$ cat config.mk
export PLATFORM = sky130hd
export DESIGN_NAME = modn_updown_counter
export DESIGN_NICKNAME = d
export VERILOG_FILES = /design/src/rtl/counter_pkg.sv /design/src/rtl/modn_onehot_dec.sv /design/src/rtl/modn_updown_counter.sv
export SDC_FILE = /design/constraint.sdc
export NUM_CORES = 1
export LEC_CHECK = 0
export CORE_MARGIN = 4
export CORE_UTILIZATION = 49
export DETAILED_ROUTE_END_ITERATION = 12
export GPL_TIMING_DRIVEN = 1
export PLACE_DENSITY_LB_ADDON = 0.3
export SYNTH_ARGS = -nofsm -noshare
export SYNTH_HDL_FRONTEND = slang
export SYNTH_SLANG_ARGS = --single-unit
$ cat constraint.sdc
create_clock -name clk -period 5.65 [get_ports clk]
set_input_delay 1.13 -clock clk [delete_from_list [all_inputs] [get_ports clk]]
set_output_delay 1.13 -clock clk [all_outputs]
set_load 0.01 [all_outputs]
$ cat src/rtl/counter_pkg.sv
// rtl/counter_pkg.sv - shared mode encodings and direction constants for the mod-N counter
package counter_pkg;

  // Mode select encodings on ctrl; 3'b110 and 3'b111 decode as hold
  localparam logic [2:0] CTRL_HOLD   = 3'b000;
  localparam logic [2:0] CTRL_UP     = 3'b001;
  localparam logic [2:0] CTRL_DOWN   = 3'b010;
  localparam logic [2:0] CTRL_BOUNCE = 3'b011;
  localparam logic [2:0] CTRL_LOAD   = 3'b100;
  localparam logic [2:0] CTRL_CLEAR  = 3'b101;

  // Bounce direction flag values
  localparam logic DIR_UP   = 1'b1;
  localparam logic DIR_DOWN = 1'b0;

endpackage

$ cat src/rtl/modn_onehot_dec.sv
// rtl/modn_onehot_dec.sv - one-hot position decode of the count for LED bar displays
module modn_onehot_dec #(
  parameter int MOD_N = 10,
  parameter int WIDTH = $clog2(MOD_N)
) (
  input  logic [WIDTH-1:0] count_i,
  output logic [MOD_N-1:0] onehot_o
);

  // Each position bit lights when the count equals its index
  always_comb begin
    onehot_o = '0;
    for (int i = 0; i < MOD_N; i++) begin
      if (count_i == WIDTH'(i)) begin
        onehot_o[i] = 1'b1;
      end
    end
  end

endmodule

$ cat src/rtl/modn_updown_counter.sv
// rtl/modn_updown_counter.sv - parametrised modulo-N up/down/bounce counter with load, clear and tc
module modn_updown_counter
  import counter_pkg::*;
#(
  parameter int MOD_N = 10,
  parameter int WIDTH = $clog2(MOD_N),
  parameter int WRAP  = 1
) (
  input  logic             clk,
  input  logic             rst_n,
  input  logic             en,
  input  logic [2:0]       ctrl,
  input  logic [WIDTH-1:0] load_val,
  output logic [WIDTH-1:0] count,
  output logic             dir,
  output logic             tc,
  output logic             load_err,
  output logic [MOD_N-1:0] onehot
);

  // Boundary values in count width; MOD_N >= 2 keeps CNT_MAX_M1 non-negative
  localparam logic [WIDTH-1:0] CNT_MAX    = WIDTH'(MOD_N - 1);
  localparam logic [WIDTH-1:0] CNT_MAX_M1 = WIDTH'(MOD_N - 2);
  localparam logic [WIDTH-1:0] CNT_ONE    = WIDTH'(1);
  // One extra bit so the range test also works when MOD_N == 2**WIDTH
  localparam logic [WIDTH:0]   MOD_N_EXT  = (WIDTH + 1)'(MOD_N);

  logic [WIDTH-1:0] count_q, count_d;
  logic             dir_q, dir_d;
  logic             tc_q, tc_d;
  logic             load_err_q, load_err_d;
  logic             at_max, at_zero, load_ok;

  assign at_max  = (count_q == CNT_MAX);
  assign at_zero = (count_q == '0);
  assign load_ok = ({1'b0, load_val} < MOD_N_EXT);

  // Next-state selection by mode; pulses default low so they last one cycle
  always_comb begin
    count_d    = count_q;
    dir_d      = dir_q;
    tc_d       = 1'b0;
    load_err_d = 1'b0;
    case (ctrl)
      CTRL_UP: begin
        if (en) begin
          if (at_max) begin
            tc_d = 1'b1;
            if (WRAP != 0) begin
              count_d = '0;
            end
          end else begin
            count_d = count_q + CNT_ONE;
          end
        end
      end
      CTRL_DOWN: begin
        if (en) begin
          if (at_zero) begin
            tc_d = 1'b1;
            if (WRAP != 0) begin
              count_d = CNT_MAX;
            end
          end else begin
            count_d = count_q - CNT_ONE;
          end
        end
      end
      CTRL_BOUNCE: begin
        // Reversal points force the direction regardless of the stored flag
        if (en) begin
          if (at_max) begin
            count_d = CNT_MAX_M1;
            dir_d   = DIR_DOWN;
            tc_d    = 1'b1;
          end else if (at_zero) begin
            count_d = CNT_ONE;
            dir_d   = DIR_UP;
            tc_d    = 1'b1;
          end else if (dir_q == DIR_UP) begin
            count_d = count_q + CNT_ONE;
          end else begin
            count_d = count_q - CNT_ONE;
          end
        end
      end
      CTRL_LOAD: begin
        if (load_ok) begin
          count_d = load_val;
        end else begin
          load_err_d = 1'b1;
        end
      end
      CTRL_CLEAR: begin
        count_d = '0;
        dir_d   = DIR_UP;
      end
      default: begin
      end
    endcase
  end

  // State and pulse registers; reset clears any pending pulse immediately
  always_ff @(posedge clk or negedge rst_n) begin
    if (!rst_n) begin
      count_q    <= '0;
      dir_q      <= DIR_UP;
      tc_q       <= 1'b0;
      load_err_q <= 1'b0;
    end else begin
      count_q    <= count_d;
      dir_q      <= dir_d;
      tc_q       <= tc_d;
      load_err_q <= load_err_d;
    end
  end

  assign count    = count_q;
  assign dir      = dir_q;
  assign tc       = tc_q;
  assign load_err = load_err_q;

  modn_onehot_dec #(
    .MOD_N (MOD_N),
    .WIDTH (WIDTH)
  ) u_onehot_dec (
    .count_i  (count_q),
    .onehot_o (onehot)
  );

endmodule

==> results.md <==
Run status:
- The run finished with clean final reports.

GRT:
- The overflow left after global routing is 0.
- The largest net degree at the start of global routing is 17.
- The aggregate global-route resource usage is 19.7%.
- The wire length of the first global-routing pass is 3780 µm.
- The initial antenna violation count is 0.
- The number of global-route vias before repair is 803.

Clock network:
- The count of H-tree levels built during CTS is 1.
- Counting every sink on the clock net gives 7.
- The clock transition at the register clock pins on the worst setup and hold paths after CTS is 0.06 ns.
- CTS placed an instance of clkbuf_4 at the clock tree root.
- TritonCTS built the clock tree.
- Post-CTS timing repair inserted 0 buffers for setup.
- The latest clock arrival within the worst-skew pair is 0.26 ns.
- The maximum root-to-sink buffer count is 2.
- The CTS buffer count is 3.
- Once the clock tree was built, the resizer swapped 0 gates to a different size.
- The count of hold-fix buffers inserted at cts is 0.

Worst setup path:
- The signal on the critical path passes through inv_1 -> ha_1 -> or3b_2 -> inv_1 -> clkdlybuf4s50_1.
- The largest fanout of any net on the critical path is 13.
- The worst-path cell with the longest stage delay is clkdlybuf4s50_1.
- The critical path data arrival time is 2.45 ns.
- The largest stage delay on the critical path is 0.54 ns.
- Across all register-to-register paths, the minimum setup slack is 3.64 ns.
- The worst setup path is of the reg2out kind.
- STA classifies the critical path startpoint as a register.
- Counting stages on the worst path, the most repeated cell is inv_1.
- For the worst setup path, the data required time is 4.52 ns.
- The kind of end point of the critical path is an output pin.

Floorplanning:
- The height of the die is 49.1 µm.
- In this run the standard cell core region covers 0.00154 mm².
- The initial utilization of the core area, before any placement, comes to 53.6%.
- The floorplan row count is 14.
- In this run the count of I/O pins placed on the die edge is 27.
- The width of the die is 49.1 µm.
- The die outline area is 0.00241 mm².

Yosys:
- The fraction of the mapped netlist area in compound gates is 28.3%.
- The count of flip-flops with a built-in enable after synthesis is 0.
- After technology mapping, the gate count stands at 103.
- During synthesis, Yosys emitted a total of 0 warnings.
- The cell area that synthesis handed to floorplanning was 826 µm².
- The xor and xnor fraction of the mapped netlist area is 3.18%.
- The basic-gate share of the synthesized area counting and, or, nand and nor cells is 31.4%.
- The mean instance size in the synthesized netlist is 8.02 µm².
- The combinational family with the most area after synthesis is simple AND/OR/NAND/NOR gates.
- The register bit count reported by yosys is 7.
- The adder-cell area share of the yosys netlist is 6.06%.
- Counting every net in the synthesized netlist gives 117.
- The distinct cell type count after synthesis is 49.
- The sequential-to-total area share from yosys stat is 21.4%.
- The flip-flop cell with the highest count after synthesis is dfrtp_1.
- In the synthesized netlist the async set-or-reset flop fraction comes to 100%.
- After synthesis, the share of cell area in mux cells is 1.21%.

Place:
- The final HPWL from detailed placement is 1720 µm.
- The number of buffer cells added on primary ports is 26.
- The worst setup timing slack at the placement stage is 2.36 ns.
- The total cell area at the placement stage is 0.00105 mm².
- At the end of routability-driven placement, the weighted congestion stood at 0.839.

Route:
- The detail-routed net length per standard cell is 16.4 µm.
- In the detailed route, the total length drawn on met3 is 168 µm.
- The antenna violation net count after detailed routing is 0.
- The number of iterations in the first detailed-routing pass is 4.
- The detailed-route wire length on metal 1 is 941 µm.
- The routed design uses 1100 µm of met2 wire.
- The number of DRC violations after detailed routing is 0.
- The via count of the routed design is 908.
- The detailed router used layers up to and including met4.
- The vias per cell is 6.49.
- After the first detailed-routing iteration, the DRC count stood at 29.
- The routed design has 2290 µm of wire.

Pwr:
- The portion of total power attributed to sequential cells is 28.8%.
- In this run the power density over the cells is 332 mW/mm².
- In this run the static leakage power is 0.437 nW.
- The design draws 0.359 mW.
- Net switching is 44.0% of the power.
- Of the total power, combinational logic draws 57.8%.
- VDD sags by at most 0.187 mV.
- The total internal power is 0.201 mW.
- The net switching power figure is 0.158 mW.
- In this run, the clock network consumes 13.4% of the power.

STA:
- The worst pin sits at a relative slew slack of 67.9%.
- The final hold violation count was 0.
- The accumulated negative setup slack is 0 ns.
- Setup violations remaining at the end of the flow were counted as 0.
- The number of max-slew violations in the final report is 0.
- Setup repair after global routing left no endpoint under its margin.
- The maximum operating frequency is 0.279 GHz.
- The transition time of the tightest slew-check pin is 0.481 ns.
- The worst path uses 63.4% of the clock period.
- The post-layout worst setup margin is 2.07 ns.
- Clock skew on the completed layout was measured at 0.00109 ns.
- The minimum period implied by the final worst setup slack is 3.58 ns.

Finish:
- In the layout the commonest cells are 26 x clkdlybuf4s50_1, 7 x nor2b_1, 7 x and2_1, 7 x nand2_1.
- The area added between synthesis and finish is 30.9%.
- After routing the design area is 0.00108 mm².
- In the final layout, the share of cells above drive strength 1 is 8.87%.
- The number of antenna repair diodes is 0.
- The most common library cell in the layout ignoring fill and taps is clkdlybuf4s50_1.
- The net total in the final layout is 139.

Run:
- Max-cap violations in this run came to 0.

Worst hold path:
- The path class of the tightest hold or removal check is reg2reg.
-- cells by family after synthesis --
family	count (synthesis)
and+or+nand+nor	44
AOI/OAI and AO/OA	30
buffers and inverters	14
DFF	7
adders and majority gates	4
xor gates and xnor gates	3
muxes	1
-- area by class of cell --
| class | count | area [µm²] |
|---|---|---|
| inverters | 5 | 18.8 |
| multi-input cells | 82 | 579 |
| repair buffers | 26 | 260 |
| well taps | 16 | 20.0 |
| flip-flops and latches | 7 | 176 |
| clock buffers | 4 | 26.3 |
| fillers | 138 | 460 |
-- synthesized netlist by cell type, types with 2 or more instances --
| master | instances | area share, % |
|---|---|---|
| and2_1 | 7 | 5.3 |
| nand4_1 | 2 | 1.5 |
| nor2b_1 | 7 | 5.3 |
| clkbuf_1 | 4 | 1.8 |
| xor2_1 | 2 | 2.1 |
| buf_4 | 2 | 1.8 |
| o2bb2ai_1 | 2 | 2.1 |
| o22ai_1 | 2 | 1.5 |
| or2_2 | 2 | 1.5 |
| buf_2 | 2 | 1.2 |
| ha_1 | 4 | 6.1 |
| a32oi_1 | 2 | 2.1 |
| nand2b_1 | 6 | 4.5 |
| nand2_1 | 7 | 3.2 |
| o21ai_0 | 2 | 1.2 |
| a31oi_1 | 2 | 1.5 |
| dfrtp_1 | 6 | 18 |
| inv_1 | 5 | 2.3 |
| nor3_1 | 2 | 1.2 |
| a21oi_1 | 4 | 2.4 |
| nor2_1 | 3 | 1.4 |
-- path summary, 6_finish.rpt --
| kind | from | to | depth (start not counted) |
|---|---|---|---|
| min reg2reg | dir$_DFFE_PN1P_ | dir$_DFFE_PN1P_ | 2 |
| min | dir$_DFFE_PN1P_ | dir$_DFFE_PN1P_ | 2 |
| max reg2reg | count[0]$_DFFE_PN0P_ | count[1]$_DFFE_PN0P_ | 6 |
| max in group asynchronous | rst_n | dir$_DFFE_PN1P_ | 1 |
| max | count[0]$_DFFE_PN0P_ | onehot[0] | 5 |
| min in group asynchronous | rst_n | count[2]$_DFFE_PN0P_ | 1 |
-- registers in the layout, indices dropped and copies added, names as in the netlist --
| name | count |
|---|---|
| count | 4 |
| dir | 1 |
| load_err | 1 |
| tc | 1 |
-- critical path: cells and delay by family, from the launching register on --
kind | cells | cell delay (ns)
adders and majority gates | 1 | 0.35
DFF | 1 | 0.52
buffers and inverters | 3 | 0.81
and+or+nand+nor | 1 | 0.52
-- stage by stage --
stage	hold slack [ns]	utilization (%)	cells
after floorplan	0.617	-	103
after global placement	0.677	68.4	136
after detailed placement	0.709	68.4	136
after CTS	0.716	70.1	140
after global routing	0.746	70.1	140
final	0.691	70.1	140
-- layer usage --
metal / vias up / GRT usage [%]
met1: 428 / 23.2
met2: 51 / 33.0
li1: 417 / -
met5: - / 0
met4: 0 / 8.52
met3: 12 / 5.20
-- power groups by stage --
stage	Sequential (mW)	Combinational, mW	Clock, mW
CTS	0.103	0.208	0.0497
global route	0.108	0.226	0.0548
detailed placement	0.104	0.206	0
global placement	0.101	0.202	0
finish	0.103	0.208	0.0481
floorplan	0.0832	0.148	0
No activity file was read; power rests on OpenSTA's default activity.
